==> src/rtl/dec_pipe.sv <==
// Elastic decode-to-execute pipeline buffer: a DEPTH-entry valid/ready FIFO.
// It presents a no-op payload while empty and supports a single-cycle flush.
module dec_pipe #(
    parameter int               WIDTH       = 32,
    parameter int               DEPTH       = 2,
    parameter logic [WIDTH-1:0] NOP         = WIDTH'(32'h00000033),
    parameter int               RST_BUBBLES = 1
) (
    input  logic                       i_clk,
    input  logic                       i_rst,
    input  logic                       i_vld,
    output logic                       o_rdy,
    input  logic [WIDTH-1:0]           i_data,
    input  logic                       i_flush,
    output logic                       o_vld,
    input  logic                       i_rdy,
    output logic [WIDTH-1:0]           o_data,
    output logic [$clog2(DEPTH+1)-1:0] o_count,
    output logic                       o_bubble
);

    localparam int CW = $clog2(DEPTH + 1);
    localparam int PW = (DEPTH > 1) ? $clog2(DEPTH) : 1;
    localparam int BW = (RST_BUBBLES > 0) ? $clog2(RST_BUBBLES + 1) : 1;

    logic [WIDTH-1:0] mem [DEPTH];
    logic [PW-1:0]    wp;
    logic [PW-1:0]    rp;
    logic [CW-1:0]    count;
    logic [BW-1:0]    bubble_cnt;
    logic             push;
    logic             pop;

    // Pointers wrap explicitly at DEPTH-1, so DEPTH need not be a power of two.
    function automatic logic [PW-1:0] ptr_next(input logic [PW-1:0] p);
        return (p == PW'(DEPTH - 1)) ? '0 : p + PW'(1);
    endfunction

    assign o_rdy    = (count < CW'(DEPTH)) && (bubble_cnt == '0);
    assign o_vld    = (count != '0);
    assign o_bubble = (bubble_cnt != '0);
    assign o_count  = count;
    assign o_data   = o_vld ? mem[rp] : NOP;
    assign push     = i_vld && o_rdy;
    assign pop      = o_vld && i_rdy;

    always_ff @(posedge i_clk) begin
        if (i_rst) begin
            wp         <= '0;
            rp         <= '0;
            count      <= '0;
            bubble_cnt <= BW'(RST_BUBBLES);
        end else begin
            if (bubble_cnt != '0) begin
                bubble_cnt <= bubble_cnt - BW'(1);
            end
            if (i_flush) begin
                wp    <= '0;
                rp    <= '0;
                count <= '0;
            end else begin
                if (push) begin
                    wp <= ptr_next(wp);
                end
                if (pop) begin
                    rp <= ptr_next(rp);
                end
                if (push && !pop) begin
                    count <= count + CW'(1);
                end else if (pop && !push) begin
                    count <= count - CW'(1);
                end
            end
        end
    end

    // Storage is deliberately left unreset; o_data masks it with NOP while empty.
    always_ff @(posedge i_clk) begin
        if (!i_rst && !i_flush && push) begin
            mem[wp] <= i_data;
        end
    end

endmodule
==> config.mk <==
export PLATFORM = sky130hd
export DESIGN_NAME = dec_pipe
export DESIGN_NICKNAME = d
export VERILOG_FILES = /design/src/rtl/dec_pipe.sv
export SDC_FILE = /design/constraint.sdc
export NUM_CORES = 1
export LEC_CHECK = 0
export ABC_AREA = 1
export CELL_PAD_IN_SITES_DETAIL_PLACEMENT = 1
export CELL_PAD_IN_SITES_GLOBAL_PLACEMENT = 2
export CORE_MARGIN = 3
export CORE_UTILIZATION = 34
export CTS_CLUSTER_DIAMETER = 200
export DETAILED_ROUTE_END_ITERATION = 6
export PLACE_DENSITY_LB_ADDON = 0.15
export SLEW_MARGIN = 20
export SYNTH_ARGS = -nofsm -noshare
export SYNTH_HDL_FRONTEND = slang
export SYNTH_SLANG_ARGS = --single-unit
==> constraint.sdc <==
create_clock -name i_clk -period 13.2 [get_ports i_clk]
set_input_delay 3.96 -clock i_clk [delete_from_list [all_inputs] [get_ports i_clk]]
set_output_delay 3.96 -clock i_clk [all_outputs]
set_load 0.02 [all_outputs]
==> results summary, run 1 <==
The die outline area is 9210 um2. The synthesized design spends more area on one cell type than any other, namely edfxtp_1. The fraction of post-synthesis cell area in the top cell type by area is 69.8%. Across the VDD grid, the largest voltage drop is 0.0640 mV. CTS saw 70 sinks. The worst stage delay on the critical path is 800 ps. After synthesis, the most frequently instantiated cells are 72 x nand2_1, 64 x edfxtp_1, 20 x a21oi_2, 11 x a21oi_1, 7 x inv_1. The number of cells traversed by the worst hold path is 2. In the synthesized netlist the dominant register cell turns out to be edfxtp_1.

The HPWL after detailed placement came out at 3800 um. The startpoint identified for the worst hold timing path is wp. The sum of overflow across all layers after global routing is 0. The number of nets still failing antenna checks after routing came out at 0. The number of storage elements in the synthesis netlist came out at 70. The area occupied by multi-input gates is 614 um2.

For the worst flop-to-flop path, the logic depth is 9. The post-synthesis cell count is 211. Power spread over the standard cell area amounts to 122 nW/um2.

At the worst endpoint, the arrival time is 2500 ps. Setup repair after global routing left no endpoint under its margin. Routability-driven placement finished with a final weighted congestion of 0.706.

The final layout net count is 325. The number of antenna violations at the first check in global routing came out at 0. The number of gates resized after cts is 0. No sink is reached through more buffers than the 2 on the longest clock path. By area the synthesized netlist is led by edfxtp_1 70%, nand2_1 9.8%, a21oi_2 6.4%, dfxtp_1 4.4%, a21oi_1 2.0%. The signal on the critical path passes through nor2_4 -> inv_2 -> nand3_1 -> clkdlybuf4s50_1. The leakage power is 1.26 nW. The floorplan die height is 96.0 um.

The count of hold-fix buffers inserted at cts is 0. The setup-violating endpoint count in the final report is 0. The flow ran to the end, and the final reports show no timing, DRC or antenna violations. The clock insertion delay at the later pin of the skew report is 330 ps. The worst setup path is launched from a flop. After synthesis, the share of flip-flops with an asynchronous set or reset is 0%.

The number of hold violations in the final report came out at 0. The first global-routing pass estimated 9400 um of wire. The area added between synthesis and finish came out at 36.1%. For this design, the slowest cell found on the critical path is nor2_4. The setup slack on the worst flop-to-flop path is 11040 ps. The tool flagged a number of max-cap violations equal to 0. The count of flip-flops with a built-in enable after synthesis came out at 64.

A synthesized cell averages 13.0 um2. The number of synthesis warnings is 0. The floorplan has 32 rows. The time the worst path needs with I/O delays and setup came out at 6460 ps.

The global routing usage summed across all routing layers came out at 14.0%. The area of the core is 7810 um2. The clock-pin slew reported for the worst setup and hold paths after clock tree synthesis is 70 ps. Summing every instance area after synthesis gives 2750 um2. The switching power as a share of total power came out at 22.4%. Input and output buffers added on the ports amount to 73. The deepest level of the CTS H-tree came out at 3. The maximum clock rate came out at 0.155 GHz. Once the floorplan was initialized, standard cells occupied 35.3% of the core.

The most common cell in the synthesized netlist is nand2_1. The clock buffer count from CTS came out at 9. In the routed layout, each cell is associated on average with a via count of 4.54. The utilization of the core after routing is 48.0%.

The register cell area after layout is 2040 um2. In this run the critical register-to-register path is launched from o_count[1]. The kind of path behind the tightest hold check is flop to flop. The fraction of power consumed by combinational cells came out at 11.3%. For the worst setup path, the data required time is 9240 ps. The total of fill cells in the finished design is 825. The violation count after the first detailed-route iteration came out at 68. The final clock period utilization by the worst path is 49.0%. After synthesis, flip-flops and latches occupy 74.2% of the total area. The synthesized net count is 249.

The number of vias in the routed layout is 1789. For this run, design rule violations remaining after detail routing come to 0. The routed length per placed instance is 15.4 um. The internal power came out at 0.354 mW. The worst slew margin relative to its limit is 32.6%. The number of detailed-route iterations in the first pass is 4. The routed wire length came out at 6070 um. The ratio of cells with drive above 1 in the final layout is 14.7%. The number of antenna diodes in the final layout is 0.

The worst-case hold path end point is wp. The worst setup path is of the flop to output port kind. The critical-path maximum fanout is 29. The clock group share of total power is 34.8%.

For this design the total switching power over the nets is 0.102 mW. After clock tree synthesis, the setup repair step added 0 buffers. The number of distinct library cells after synthesis is 18. The number of global-route vias before repair is 1866. The endpoint identified for the worst register-to-register timing path is o_count[1]. Per report_power, the sequential group accounts for 53.9% of the total. The largest clock skew in the final design came out at 5.16 ps.

The boundary pin count came out at 74. From left edge to right edge, the die measures 96.0 um. The slew at the pin closest to its max-slew limit is 1010 ps. The worst setup path is captured at an output port.

TritonCTS built the clock tree. The setup total negative slack is 0 ps. The maximum number of pins on one net before global-route repair came out at 34. The count of pins over their slew limit was 0. The library cell used as clock root buffer is clkbuf_8.
metrics by stage:
stage               cell area (um2)  hold WS [ps]  setup slack [ps]  power, mW  cells
floorplan                      2750           442              6270      0.276    211
global placement               3570           459              7090      0.303    378
detailed placement             3570           468              7040      0.304    378
CTS                            3750           478              6640      0.465    394
global route                   3750           485              6500      0.480    394
finish                         3750           474              6740      0.457    394
power groups by stage:
stage | logic [mW] | registers (mW) | clock network (mW)
2_1_floorplan | 0.0243 | 0.251 | 0
3_3_place_gp | 0.0522 | 0.251 | 0
3_5_place_dp | 0.0528 | 0.251 | 0
4_1_cts | 0.0532 | 0.246 | 0.166
5_1_grt | 0.0563 | 0.246 | 0.178
6_report | 0.0517 | 0.246 | 0.159
per-layer routing:
layer  share of wire [%]  GRT usage (%)  vias up
li1                    -              -      879
met1                  42           16.4      848
met2                  51           23.9       51
met3                 5.9           4.22       11
met4                 1.6           5.92        0
met5                   0              0        -
cell families after synthesis:
logic type	count (synthesis)	share of synthesized area, %
AO/OA/AOI/OAI	32	8.55
adder cells (fa/ha/maj)	1	0.454
AND/OR/NAND/NOR	88	12.7
buffers and inverters	20	4.14
flip-flops	70	74.2
worst max path at each step:
stage | start | endpoint | slack, ps | depth (start not counted)
after floorplan | i_flush | mem[1][0] | 6270 | 3
after global placement | o_count[1] | o_data[0] | 7090 | 4
after detailed placement | o_count[1] | o_data[4] | 7040 | 4
after CTS | o_count[1] | o_data[4] | 6640 | 4
after global routing | o_count[1] | o_data[1] | 6500 | 4
final | o_count[1] | o_data[1] | 6740 | 4
placed cells by master, fill, tap and decap left out, drive strengths merged:
cell / instances
edfxtp: 64
nand2: 73
bufinv: 1
a21oi: 31
nand3: 6
nand4: 1
clkinv: 5
nor2: 7
inv: 10
ha: 1
nor3: 1
clkbuf: 10
clkdlybuf4s50: 73
dfxtp: 6
o21ai: 1
buf: 2
critical path, delay by kind of cell (launching register included):
family                 cells  cell delay, ps
and+or+nand+nor            2             970
buffers and inverters      2             840
DFF                        1             370
layout make-up:
| class | instances | share of cell area, % |
|---|---|---|
| Clock buffer | 10 | 3.41 |
| Clock inverter | 6 | 1.40 |
| Inverter | 10 | 1.00 |
| Multi-Input combinational cell | 121 | 16.4 |
| Sequential cell | 70 | 54.5 |
| Tap cell | 102 | 3.41 |
| Timing Repair Buffer | 75 | 19.9 |
sequential cells by signal, indices dropped and copies added (netlist names), named ones only:
| register | count |
|---|---|
| rp | 1 |
| o_count | 2 |
| wp | 1 |
| o_bubble | 1 |
| mem | 64 |
No activity file was read; power rests on OpenSTA's default activity.
==> inputs of run 2 (changes only) <==
Settings changed: CORE_UTILIZATION 34 to 28.
Clock period 13.2 ns to 5.2 ns, I/O delays scaled along.
==> run 2 against run 1 <==
Effect of this change:
- first-iteration DRC count is 31% lower
- sequential cell count unchanged
- largest cell class unchanged
- die area is 20% higher
- power grew to 2.7 times the previous value
- utilization shrank 7.4 points
- sequential power rose to 2.5 times the previous value
- wire length decreased by 0.84%
- combinational power increased to 2.6 times the previous value
- critical path depth stayed put
- final cell count increased by 7.1%
- global-route usage shrank 2.6 points
- clock skew is 2.0 ps higher
==> results summary, run 2 (synthesis results as in run 1) <==
The flow ran to the end, and the final reports show no timing, DRC or antenna violations. The cell area power density came to 320 nW/um2 (+160%). The placed cell count is 406 (+7.4%).

The fraction of power consumed by combinational cells came out at 10.9% (-0.4 points). The data required time at the worst endpoint came out at 3640 ps (-5600 ps). The number of detailed-route iterations in the first pass came out at 4 (unchanged). The setup slack on the worst flop-to-flop path was 3250 ps (-7790 ps). The setup total negative slack is 0 ps (unchanged).

The number of setup buffers added after CTS came out at 0 (unchanged). The worst register-to-register path ends at mem[0][24]. Counting flops per register, the top entry is mem. The worst slew margin relative to its limit came out at 34.9% (+2.3 points). Walking the worst path, the cells encountered are nor2_4 -> buf_4 -> a21oi_1 -> clkdlybuf4s50_1. The worst hold slack came out at 485 ps (+10.4 ps). The final non-filler cell total came out at 422 (+7.1%). The worst stage delay on the critical path came out at 540 ps (-260 ps). The layer flagged by global routing as most heavily used is met2. The count of inserted antenna diode cells is 0 (unchanged). The area of the core is 9420 um2 (+21%). The width of the die was 105 um (+9.6%). The met2 global-route usage came out at 17.9% (-6.0 points). The number of antenna violations at the first check in global routing came out at 0 (unchanged). The worst setup path is captured at an output port.

The area of placed instances came out at 3610 um2 (+1.2%). The largest clock skew in the final design came out at 7.12 ps (+1.95 ps). The global routing usage summed across all routing layers is 11.4% (-2.6 points).

The worst register-to-register path begins at o_count[1]. The critical path starts at o_count[1]. The number of maximum-capacitance violations came to 0 (unchanged). The capturing element of the worst setup path is o_data[30]. The number of hold violations in the final report is 0 (unchanged). The violation count after the first detailed-route iteration is 47 (-31%). The quantity of I/O buffers inserted on ports came out at 73 (unchanged). The detailed-route DRC error count came out at 0 (unchanged). The net switching component of the power came out at 0.272 mW (+170%). The boundary pin count is 74 (unchanged). The flip-flop count of the largest register, all copies and words added is 64 (unchanged). The clock buffer count from CTS is 9 (unchanged).

The sum of internal, switching and leakage power was 1.22 mW (+170%). The routed length per placed instance is 14.3 um (-7.4%). The area added between synthesis and finish came out at 38.8%. The number of nets still failing antenna checks after routing came out at 0 (unchanged). The critical-path maximum fanout is 16 (-45%). Setup repair after global routing left no endpoint under its margin.

The setup-violating endpoint count in the final report is 0 (unchanged). The leakage power came out at 1.28 nW (+0.96%). The library cell used most frequently in the layout, excluding fill and tap cells, is clkdlybuf4s50_1. The detail-routed via count per cell came out at 4.19 (-7.6%).

The routed wire length is 6010 um (-0.84%). The number of stages on the worst setup path is 4 (unchanged). The clock group share of total power is 38.1% (+3.3 points). The type of the worst setup path is flop to output port.

The cell sitting at the root of the clock tree is a clkbuf_8. The placer congestion estimate is 0.655 (-7.2%). The internal power is 0.951 mW (+170%). The worst path arrival time is 2190 ps (-310 ps). The area of all placed cells without fillers came to 3820 um2 (+2.0%). The effective utilization at floorplan is 29.2% (-6.0 points). The count of hold-fix buffers inserted at cts came out at 0 (unchanged). The placement row count is 35 (+9.4%). The global routing met3 resource utilization came out at 2.66% (-1.6 points). The final layout net count came out at 326 (+0.31%). The worst setup slack after layout came to 1450 ps (-5290 ps).

The number of vias in the routed layout came to 1770 (-1.1%). The HPWL after detailed placement was 3790 um (-0.29%). The clock insertion delay at the later pin of the skew report came to 340 ps (about the same). The critical path buffer and inverter count came out at 2 (unchanged).

The count of pins over their slew limit is 0 (unchanged). The maximum clock rate came out at 0.266 GHz. The fraction of met1 tracks used by global routing came out at 14.7% (-1.8 points). The ratio of cells with drive above 1 in the final layout is 15.7% (+0.97 points). The share of power burned in registers came out at 51.1% (-2.8 points). The clock-pin slew reported for the worst setup and hold paths after clock tree synthesis is 70 ps (about the same). The slew at the pin closest to its max-slew limit was 975 ps (-34.3 ps). The number of gates resized after cts is 0 (unchanged). The final clock period utilization by the worst path came out at 72.2%. The maximum root-to-sink buffer count came out at 2 (unchanged). The time the worst path needs with I/O delays and setup came out at 3750 ps. The worst setup path is launched from a flop. The maximum number of pins on one net before global-route repair came out at 33 (-2.9%).

The floorplan die height came out at 105 um (+9.6%). TritonCTS built the clock tree. The count of clock tree sinks came out at 70 (unchanged). The worst slack at placement came out at 1590 ps (-5450 ps). The count of cells along the worst register-to-register path was 5 (-4). The top cell types in the final layout, fill and taps aside, are 73 x clkdlybuf4s50_1, 72 x nand2_1, 64 x edfxtp_1. The maximum resistive drop on vdd is 0.109 mV (+70%). The utilization of the core after routing came out at 40.6% (-7.4 points). The kind of path behind the tightest hold check is flop to flop. The first-pass GRT wire length was 9570 um (+1.8%).

The sum of overflow across all layers after global routing came to 0 (unchanged). On the critical path, the stage with the largest delay is an instance of clkdlybuf4s50_1. The deepest level of the CTS H-tree is 3 (unchanged).

The switching power as a share of total power is 22.2% (-0.18 points). The number of cells traversed by the worst hold path came out at 2 (unchanged). The number of global-route vias before repair came out at 1894 (+1.5%).

The die outline area came out at 11100 um2 (+20%). The top cell family by delay on the critical path is buffers and inverters.
## run 2: changes by cell type in the layout (fill, tap and decap cells not counted)
cell        before  now
clkinvlp_4       0    2
buf_4            2    3
bufinv_16        1    2
clkbuf_1         1    0
clkinv_1         2    1
clkinv_2         3    2
## run 2: per-layer routing
layer / wire (um) / up-vias
li1: - / 877
met3: 249 / 11
met2: 2820 / 51
met4: 132 / 0
met5: 0 / -
met1: 2810 / 831
## run 2: worst min-delay path by stage
stage / startpoint / endpoint / slack, ps
final: wp / wp / 480
after global routing: wp / wp / 520
after CTS: wp / wp / 490
after detailed placement: wp / wp / 480
after global placement: wp / wp / 460
after floorplan: wp / wp / 440
## run 2: layout make-up
class / instances / area (um2)
Fill cell: 1009 / 5590
Sequential cell: 70 / 2040
Timing Repair Buffer: 76 / 753
Multi-Input combinational cell: 121 / 614
Tap cell: 129 / 161
Clock buffer: 9 / 124
Clock inverter: 7 / 88.8
Inverter: 10 / 37.5
## run 2: worst min-delay path, delay by kind of cell (launching register included)
family | cells | cell delay, ps
simple gates | 1 | 70
flops | 1 | 320
compound gates | 1 | 60
## run 2: power groups by stage
stage	clock network [mW]	registers, mW	logic (mW)
detailed placement	0	0.637	0.136
global route	0.506	0.625	0.144
global placement	0	0.637	0.135
floorplan	0	0.638	0.0617
CTS	0.483	0.624	0.136
finish	0.465	0.624	0.133
